[src/rtl/alu_pkg.sv]
// ---------------------------------------------------------------------------
// alu_pkg
// Shared definitions for the 1-bit ALU and its serial sequencer.
//   alu_op_e   : 2-bit ALU operation encoding (AND/OR/XOR/NAND)
//   state_e    : sequencer FSM state encoding
//   cnt_width  : width of the bit-index counter for a given word width
// ---------------------------------------------------------------------------
package alu_pkg;

  typedef enum logic [1:0] {
    ALU_AND  = 2'b00,
    ALU_OR   = 2'b01,
    ALU_XOR  = 2'b10,
    ALU_NAND = 2'b11
  } alu_op_e;

  typedef enum logic [1:0] {
    S_IDLE  = 2'b00,
    S_SHIFT = 2'b01,
    S_DONE  = 2'b10
  } state_e;

  // A 1-bit word still needs a 1-bit counter, because $clog2(1) is 0.
  function automatic int cnt_width(input int w);
    return (w > 1) ? $clog2(w) : 1;
  endfunction

endpackage

[src/rtl/alu_seq_cnt.sv]
// ---------------------------------------------------------------------------
// alu_seq_cnt
// Bit-index counter for the serial sequencer. Counts 0..WIDTH-1 while
// enabled and wraps back to 0 after the terminal count.
// Ports:
//   clk_i  in   1      clock, rising edge
//   rst_i  in   1      synchronous reset, active-high
//   clr_i  in   1      synchronous clear to 0
//   en_i   in   1      advance the count
//   cnt_o  out  CW     current bit index
//   tc_o   out  1      high while cnt_o == WIDTH-1
// ---------------------------------------------------------------------------
module alu_seq_cnt #(
  parameter int WIDTH = 8,
  parameter int CW    = 3
) (
  input  logic          clk_i,
  input  logic          rst_i,
  input  logic          clr_i,
  input  logic          en_i,
  output logic [CW-1:0] cnt_o,
  output logic          tc_o
);

  logic [CW-1:0] cnt_q;

  assign cnt_o = cnt_q;
  assign tc_o  = (cnt_q == CW'(WIDTH - 1));

  // Wrapping on the terminal count leaves the index at 0 for the next word,
  // so the counter needs no separate clear when the word finishes.
  always_ff @(posedge clk_i) begin
    if (rst_i || clr_i) begin
      cnt_q <= '0;
    end else if (en_i) begin
      cnt_q <= tc_o ? '0 : cnt_q + CW'(1);
    end
  end

endmodule

[src/rtl/alu_serial_seq.sv]
// ---------------------------------------------------------------------------
// alu_serial_seq
// Upstream sequencer for an external combinational 1-bit ALU. Accepts a
// WIDTH-bit operand pair plus op, feeds the ALU one bit per clock (LSB
// first), collects the result bits into a word and offers that word
// downstream with a valid/ready handshake.
// Ports:
//   clk        in   1      clock, rising edge
//   rst        in   1      synchronous reset, active-high
//   in_valid   in   1      operand word valid
//   in_ready   out  1      word can be accepted (IDLE only)
//   in_a       in   WIDTH  operand A
//   in_b       in   WIDTH  operand B
//   in_op      in   2      ALU op (alu_pkg::alu_op_e encoding)
//   alu_a      out  1      current bit of A to the ALU
//   alu_b      out  1      current bit of B to the ALU
//   alu_ctrl   out  2      op to the ALU
//   alu_res    in   1      ALU result bit, sampled in the same cycle
//   out_valid  out  1      result word valid
//   out_ready  in   1      downstream accepts the result
//   out_res    out  WIDTH  assembled result word
//   out_zero   out  1      (ALU_SEQ_ZFLAG_EN only) out_res == 0, valid with out_valid
// Configuration macro: ALU_SEQ_ZFLAG_EN adds the out_zero flag.
// ---------------------------------------------------------------------------
module alu_serial_seq
  import alu_pkg::*;
#(
  parameter int WIDTH = 8
) (
  input  logic             clk,
  input  logic             rst,
  input  logic             in_valid,
  output logic             in_ready,
  input  logic [WIDTH-1:0] in_a,
  input  logic [WIDTH-1:0] in_b,
  input  logic [1:0]       in_op,
  output logic             alu_a,
  output logic             alu_b,
  output logic [1:0]       alu_ctrl,
  input  logic             alu_res,
  output logic             out_valid,
  input  logic             out_ready,
  output logic [WIDTH-1:0] out_res
`ifdef ALU_SEQ_ZFLAG_EN
  ,
  output logic             out_zero
`endif
);

  localparam int CW = cnt_width(WIDTH);

  state_e           state_q;
  logic [WIDTH-1:0] a_q;
  logic [WIDTH-1:0] b_q;
  logic [1:0]       op_q;
  logic [WIDTH-1:0] res_q;
  logic [WIDTH-1:0] res_d;
  logic             in_ready_q;
  logic             out_valid_q;
  logic [CW-1:0]    cnt;
  logic             cnt_tc;
  logic             accept;
  logic             shifting;

  assign accept   = (state_q == S_IDLE) && in_valid && in_ready_q;
  assign shifting = (state_q == S_SHIFT);

  alu_seq_cnt #(
    .WIDTH (WIDTH),
    .CW    (CW)
  ) u_cnt (
    .clk_i (clk),
    .rst_i (rst),
    .clr_i (accept),
    .en_i  (shifting),
    .cnt_o (cnt),
    .tc_o  (cnt_tc)
  );

  // The ALU is purely combinational, so its operand bits come straight from
  // the latched words; outside SHIFT they are forced low and the op is held.
  assign alu_a    = shifting ? a_q[cnt] : 1'b0;
  assign alu_b    = shifting ? b_q[cnt] : 1'b0;
  assign alu_ctrl = op_q;

  assign in_ready  = in_ready_q;
  assign out_valid = out_valid_q;
  assign out_res   = res_q;

  // Result word with the current ALU bit merged in; it is also the final
  // word on the last SHIFT cycle, which lets the zero flag be registered
  // together with the DONE transition.
  always_comb begin
    res_d      = res_q;
    res_d[cnt] = alu_res;
  end

  // Single FSM: IDLE accepts a word, SHIFT runs WIDTH bit cycles, DONE holds
  // the word until the downstream handshake. in_ready and out_valid are
  // registered alongside the state so they always match it.
  always_ff @(posedge clk) begin
    if (rst) begin
      state_q     <= S_IDLE;
      a_q         <= '0;
      b_q         <= '0;
      op_q        <= 2'b00;
      res_q       <= '0;
      in_ready_q  <= 1'b1;
      out_valid_q <= 1'b0;
    end else begin
      case (state_q)
        S_IDLE: begin
          if (accept) begin
            a_q        <= in_a;
            b_q        <= in_b;
            op_q       <= in_op;
            res_q      <= '0;
            in_ready_q <= 1'b0;
            state_q    <= S_SHIFT;
          end
        end
        S_SHIFT: begin
          res_q <= res_d;
          if (cnt_tc) begin
            out_valid_q <= 1'b1;
            state_q     <= S_DONE;
          end
        end
        S_DONE: begin
          // Returning to IDLE here, with in_ready raised a cycle later,
          // keeps an accept from coinciding with the result handshake.
          if (out_ready) begin
            out_valid_q <= 1'b0;
            in_ready_q  <= 1'b1;
            state_q     <= S_IDLE;
          end
        end
        default: begin
          out_valid_q <= 1'b0;
          in_ready_q  <= 1'b1;
          state_q     <= S_IDLE;
        end
      endcase
    end
  end

`ifdef ALU_SEQ_ZFLAG_EN
  logic zero_q;

  assign out_zero = zero_q;

  // Captured from the completed word on the last bit cycle so it is valid
  // exactly when out_valid rises; cleared when a new word is accepted.
  always_ff @(posedge clk) begin
    if (rst) begin
      zero_q <= 1'b0;
    end else if (accept) begin
      zero_q <= 1'b0;
    end else if (shifting && cnt_tc) begin
      zero_q <= ~|res_d;
    end
  end
`endif

endmodule
[config.mk]
export PLATFORM = sky130hd
export DESIGN_NAME = alu_serial_seq
export DESIGN_NICKNAME = d
export VERILOG_FILES = /design/src/rtl/alu_pkg.sv /design/src/rtl/alu_seq_cnt.sv /design/src/rtl/alu_serial_seq.sv
export SDC_FILE = /design/constraint.sdc
export NUM_CORES = 1
export LEC_CHECK = 0
export CAP_MARGIN = 25
export CORE_UTILIZATION = 50
export DETAILED_ROUTE_END_ITERATION = 16
export GPL_TIMING_DRIVEN = 0
export PLACE_DENSITY = 0.78
export SYNTH_ARGS = -nofsm -noshare
export SYNTH_HDL_FRONTEND = slang
export SYNTH_HIERARCHICAL = 1
export SYNTH_SLANG_ARGS = --single-unit
export TNS_END_PERCENT = 100
[constraint.sdc]
create_clock -name clk -period 3.3 [get_ports clk]
set_input_delay 0.495 -clock clk [delete_from_list [all_inputs] [get_ports clk]]
set_output_delay 0.495 -clock clk [all_outputs]
set_load 0.005 [all_outputs]
======== After elaboration in Yosys (flattened, before gate mapping) ========
Index checks and enable logic that the tools add are counted.
storage, ports and cells
  bits in registers ....................... 33
  latch bits .............................. 0
  memory bits (writable) .................. 0
  bits in read-only memories .............. 0
  input bits .............................. 23
  logic and storage cells ................. 52
  memories kept ........................... 0
cells by class
  $add $sub $neg .......................... 1
  multipliers ............................. 0
  div/mod/pow operators ................... 0
  $lt $le $gt $ge ......................... 2
  equality and inequality tests ........... 6
  shift-type cells ........................ 0
  multiplexer cells ....................... 22
  bitwise operators ....................... 2
  reductions and logical operators ........ 11
operator list
  operator                                                number
  case mux 8 bit (2 select lines)                         1
  2-to-1 mux 1 bit                                        9
  AND reduction 3 bit                                     3
  bitwise mux 8 bit                                       1
  2-to-1 mux 8 bit                                        1
  binary-select mux 1 bit (select 3 bit)                  2
  2-to-1 mux 2 bit                                        3
  case mux 1 bit (3 select lines)                         2
  case mux 2 bit (3 select lines)                         1
  < comparator 3 x 4 -> 1 bit (second input constant)     1
  inequality test 2 x 1 -> 1 bit (second input constant)  2
  AND reduction 2 bit                                     2
  adder 3 x 1 -> 3 bit (second input constant)            1
  demux 1 bit (select 3 bit)                              1
  == test 3 bit (second input constant)                   1
  >= comparator 3 x 1 -> 1 bit (second input constant)    1
  logical AND 1 bit                                       3
  2-to-1 mux 3 bit                                        1
  == test 2 x 1 -> 1 bit (second input constant)          1
  == test 2 bit (second input constant)                   1
  logical NOT 2 bit                                       1
  inequality test 2 bit (second input constant)           1
  NOT 1 bit                                               2
  nonzero test 2 bit                                      1
  logical OR 1 bit                                        1

======== Longest topological paths before layout ========
  depth in word-level cells ............... 6
  gate-level depth with buffers ........... 7
  gate-level depth less buffers ........... 6

======== Hierarchy ========
The synthesis kept the hierarchy.
modules (own cells, without submodules)
  module          times used  cells each  area each (µm²)
  alu_serial_seq  1           169         1326.3
  alu_seq_cnt     1           12          142.6

======== Worst setup path before layout ========
No wires, ideal clock.
  kind .................................... reg2out
  from .................................... reg u_cnt.cnt_q[0] (netlist: u_cnt/cnt_o[0])
  to ...................................... out alu_a
  arrival time ............................ 1.288 ns
  required time ........................... 2.805 ns
  setup slack ............................. 1.517 ns
  stages on the path, launching flop included .. 5
  path buffers ............................ 1
  path through ............................ dfxtp_1 buf_2 mux4_2 mux2i_1 nor2_1
between the ends
  word-level cells in the longest chain between the ends .. 3
RTL lines
  what                                    line                  RTL
  start, declared                         alu_seq_cnt.sv:25     logic [CW-1:0] cnt_q;
  start signal, assigned                  alu_seq_cnt.sv:36     cnt_q <= tc_o ? '0 : cnt_q + CW'(1);
  binary-select mux 1 bit (select 3 bit)  alu_serial_seq.sv:82  assign alu_a = shifting ? a_q[cnt] : 1'b0;
  2-to-1 mux 1 bit (not written as such)  alu_serial_seq.sv:82
  2-to-1 mux 1 bit                        alu_serial_seq.sv:82
  end, declared                           alu_serial_seq.sv:37  output logic alu_a,
No other way between the ends. The select of a mux whose other input is x is not followed.

======== Final worst setup path ========
Ends and elaborated chain as after synthesis.

==> summary by stage <==
Synth
The number of enable-type register cells in the synthesized netlist is 0. The cell area after technology mapping is between 1000 and 1500 sq um. The number of distinct standard cells referenced by the synthesized netlist is 28.

After synthesis, the share of flip-flops with an asynchronous set or reset is 0. The dominant synthesized flop cell is sky130_fd_sc_hd__dfxtp_1. Synthesis handed over a netlist of 181 instances. When the netlist entered floorplanning its net count stood at about 200. The cell type with the highest aggregate area in the netlist is sky130_fd_sc_hd__dfxtp_1. For this run, the register share of the synthesized area comes to 0.450. Yosys printed 6 warnings. The mean instance size in the synthesized netlist is 8.12 sq um. The area fraction of the dominant cell type after synthesis is 0.450. The flip-flop and latch count after synthesis is 33. The cell with the most instances after synthesis is sky130_fd_sc_hd__nand2_1. By area the synthesized netlist is led by sky130_fd_sc_hd__dfxtp_1 45%, sky130_fd_sc_hd__a21oi_1 12%, sky130_fd_sc_hd__nand2_1 10%. In the synthesized netlist, the cells that appear most often are 41 x sky130_fd_sc_hd__nand2_1, 35 x sky130_fd_sc_hd__a21oi_1, 33 x sky130_fd_sc_hd__dfxtp_1.

Setup path
On the critical path, the stage with the largest delay is an instance of sky130_fd_sc_hd__mux4_2. The critical path starts at u_cnt/cnt_o[0]$_SDFFE_PP0P_. The critical path ends at alu_a. The critical path arrival is about 2.2 ns.

The start of the worst register-to-register path is state_q[1]$_SDFFE_PP0P_. The depth of the worst register-to-register path is 5. The worst endpoint required time is 2.80 ns. The critical path goes through buf_2 -> mux4_2 -> mux2i_1 -> nor2_1 -> clkdlybuf4s50_1. The kind of end point of the critical path is a primary output. The register-to-register setup slack is 1.67 ns. The largest stage delay on the critical path is around 0.5 ns. The worst setup path is launched from a register. Of all nets on the critical path, the largest fanout is 10. The endpoint identified for the worst register-to-register timing path is u_cnt/cnt_o[0]$_SDFFE_PP0P_. The setup path with the least slack is of type register to primary output.

Global route
The via count of the first global-routing pass is approximately 1300. For this run, the total global-route usage over all layers was measured as 0.235. The first-pass GRT wire length is between 5000 and 6000 um. The sum of overflow across all layers after global routing is 0.

Entering global routing, the biggest net connects 13 pins. The number of antenna violations at the first check in global routing is 0.

Run
The count of max-cap constraint violations is 0.

STA
The timing-limited maximum frequency is 0.369 GHz. Counting I/O delays and the setup requirement, the final critical path takes between 2 and 3 ns. The ratio of final minimum period to clock period is 0.821. The total negative slack for setup checks is 0 ns.

The actual slew at the worst max-slew pin is roughly 0.50 ns. The final hold violation count is 0. Setup repair after global routing left no endpoint under its margin. The final worst clock skew is around 0.012 ns. The number of max-slew violations in the final report is 0.

Headroom to the max-slew limit came out at 0.664. The number of setup violations in the final report is 0.

Pwr
Power spread over the standard cell area amounts to between 400 and 500 nW/um^2. Summed over all cells, the static leakage comes to around 0.74 nW. The peak supply drop is just under 0.4 mV. After layout, the design draws a total of 0.000885 W.

Clock tree
The clock tree root driver cell is sky130_fd_sc_hd__clkbuf_4. Counting every sink on the clock net gives 33. TritonCTS built the clock tree. The number of gates resized after CTS was 0.

The total CTS buffers is 5. The number of hold buffers added after cts is 0. The clock transition time at the flip-flop clock pins of the worst setup and hold paths is 0.10 ns. The clock tree synthesis step divided the H-tree into 2 levels. The number of buffers added for setup after CTS is 0. The clock latency reported for the late side of the worst-skew pair is about 0.35 ns. The buffer levels on the longest clock path is 2.

Floorplanning
The total die area is 3160 sq um. From left edge to right edge, the die measures 56.2 um. For this configuration, the core starts out at a cell density of 0.528. The core box area is about 2800 sq um. The I/O pin count is 37. In this run the vertical extent of the chip is approximately 56 um.

In this run the core area contains 19 standard-cell rows.

Worst hold path
The startpoint identified for the worst hold timing path is b_q[3]$_SDFFE_PP0P_. The worst min-delay path class is register to register.

Detailed routing
The routed wire length is about 3300 um. Using the TritonRoute via totals, the vias-per-cell ratio works out to ~5.4. For this run, design rule violations remaining after detail routing come to 0. The average wire per standard cell is about 13 um. In this run the remaining antenna-violating nets after routing total 0. The first detailed-routing pass ran for 4 iterations. The number of vias after detailed routing is 1395.

The DRC marker count from the first detailed-route iteration is approximately 40.

Final layout
The antenna diode count is 0. The fill cell instance count of the final layout is 214. Compared with the post-synthesis result, the final layout area differs by 33.0%. In the final design database the tool counted between 200 and 250 nets. The ratio of cells with drive above 1 in the final layout is 0.0844.

Placed design
The global placer's final weighted congestion is between 0.8 and 0.9. The number of I/O port buffers is 36. The placed wire-length estimate after detailed placement is 2440 um.

Run status
The flow ran to the end, and the final reports show no timing, DRC or antenna violations.
==> worst max-delay path, delay by kind of cell (launching register included) <==
| kind | cells | cell delay (ns) |
|---|---|---|
| buf+inv | 2 | 0.70 |
| flops | 1 | 0.47 |
| mux | 2 | 0.64 |
| simple gates | 1 | 0.06 |
==> where the power goes <==
group          internal, W  total, W  switching, W  leakage, nW
registers         0.000417  0.000430     0.0000127        0.269
logic            0.0000690  0.000135     0.0000656        0.424
clock network     0.000181  0.000321      0.000140       0.0455
==> cell usage in the layout, fill, tap and decap left out, types with 2 or more instances in the layout <==
master / netlist / layout
sky130_fd_sc_hd__nand2_1: 41 / 41
sky130_fd_sc_hd__clkbuf_1: 5 / 6
sky130_fd_sc_hd__a31oi_1: 2 / 2
sky130_fd_sc_hd__dfxtp_1: 33 / 33
sky130_fd_sc_hd__and3_1: 4 / 4
sky130_fd_sc_hd__inv_1: 2 / 2
sky130_fd_sc_hd__mux4_2: 2 / 2
sky130_fd_sc_hd__buf_2: 3 / 3
sky130_fd_sc_hd__clkbuf_4: 0 / 5
sky130_fd_sc_hd__nand3_1: 3 / 3
sky130_fd_sc_hd__mux2i_1: 4 / 4
sky130_fd_sc_hd__nor2_1: 11 / 11
sky130_fd_sc_hd__nand2b_1: 3 / 3
sky130_fd_sc_hd__nor3_1: 4 / 4
sky130_fd_sc_hd__nand4_1: 3 / 3
sky130_fd_sc_hd__or3b_1: 2 / 2
sky130_fd_sc_hd__clkdlybuf4s50_1: 0 / 36
sky130_fd_sc_hd__ha_1: 2 / 2
sky130_fd_sc_hd__buf_6: 3 / 3
sky130_fd_sc_hd__nor2b_1: 2 / 2
sky130_fd_sc_hd__o21ai_0: 8 / 8
sky130_fd_sc_hd__a22oi_1: 2 / 2
sky130_fd_sc_hd__a21oi_1: 35 / 35
==> metrics by stage <==
| step | cells | setup WS [ns] | util | area, sq um | hold WS (ns) |
|---|---|---|---|---|---|
| 2_1_floorplan | 181 | 1.52 | - | 1470 | 0.432 |
| 3_3_place_gp | 248 | 0.953 | 0.672 | 1870 | 0.440 |
| 3_5_place_dp | 248 | 0.959 | 0.672 | 1870 | 0.444 |
| 4_1_cts | 256 | 0.569 | 0.702 | 1950 | 0.459 |
| 5_1_grt | 256 | 0.441 | 0.702 | 1950 | 0.486 |
| 6_report | 256 | 0.591 | 0.702 | 1950 | 0.458 |
==> worst min path at each step <==
| stage | cells past startpoint | endpoint | slack (ns) |
|---|---|---|---|
| finish | 2 | b_q[3]$_SDFFE_PP0P_ | 0.46 |
| global placement | 2 | a_q[1]$_SDFFE_PP0P_ | 0.44 |
| floorplan | 2 | b_q[3]$_SDFFE_PP0P_ | 0.43 |
| CTS | 2 | b_q[3]$_SDFFE_PP0P_ | 0.46 |
| global route | 2 | a_q[7]$_SDFFE_PP0P_ | 0.49 |
| detailed placement | 2 | b_q[3]$_SDFFE_PP0P_ | 0.44 |
==> sequential cells by signal (all words and copies together) (netlist names) <==
name	cells
state_q	2
out_valid	1
out_res	8
b_q	8
alu_ctrl	2
u_cnt/cnt_o	3
in_ready	1
a_q	8
==> per-layer routing <==
layer  GRT usage  part of all wire  up-vias
li1            -                 -      704
met1       0.266              0.42      632
met2       0.393              0.50       51
met3      0.0488             0.048        8
met4       0.164             0.026        0
met5           0                 0        -
==> layout make-up <==
cell class | count | area [sq um] | share of cell area
well taps | 31 | 38.8 | 0.0199
clock inverters | 1 | 30.0 | 0.0154
flip-flops and latches | 33 | 661 | 0.338
clock buffers | 7 | 55.1 | 0.0282
repair buffers | 36 | 360 | 0.184
inverters | 3 | 16.3 | 0.00833
plain buffers | 12 | 71.3 | 0.0365
multi-input cells | 133 | 721 | 0.369
==> logic make-up (layout without fill, tap and decap cells) <==
| kind of cell | after synthesis | in the layout | share of synthesized area |
|---|---|---|---|
| AOI/OAI and AO/OA | 50 | 50 | 0.184 |
| adders and majority gates | 2 | 2 | 0.0170 |
| buffers and inverters | 15 | 59 | 0.0596 |
| DFF | 33 | 33 | 0.450 |
| muxes | 7 | 7 | 0.0656 |
| and+or+nand+nor | 74 | 74 | 0.224 |
(Power assumes the default switching activity.)
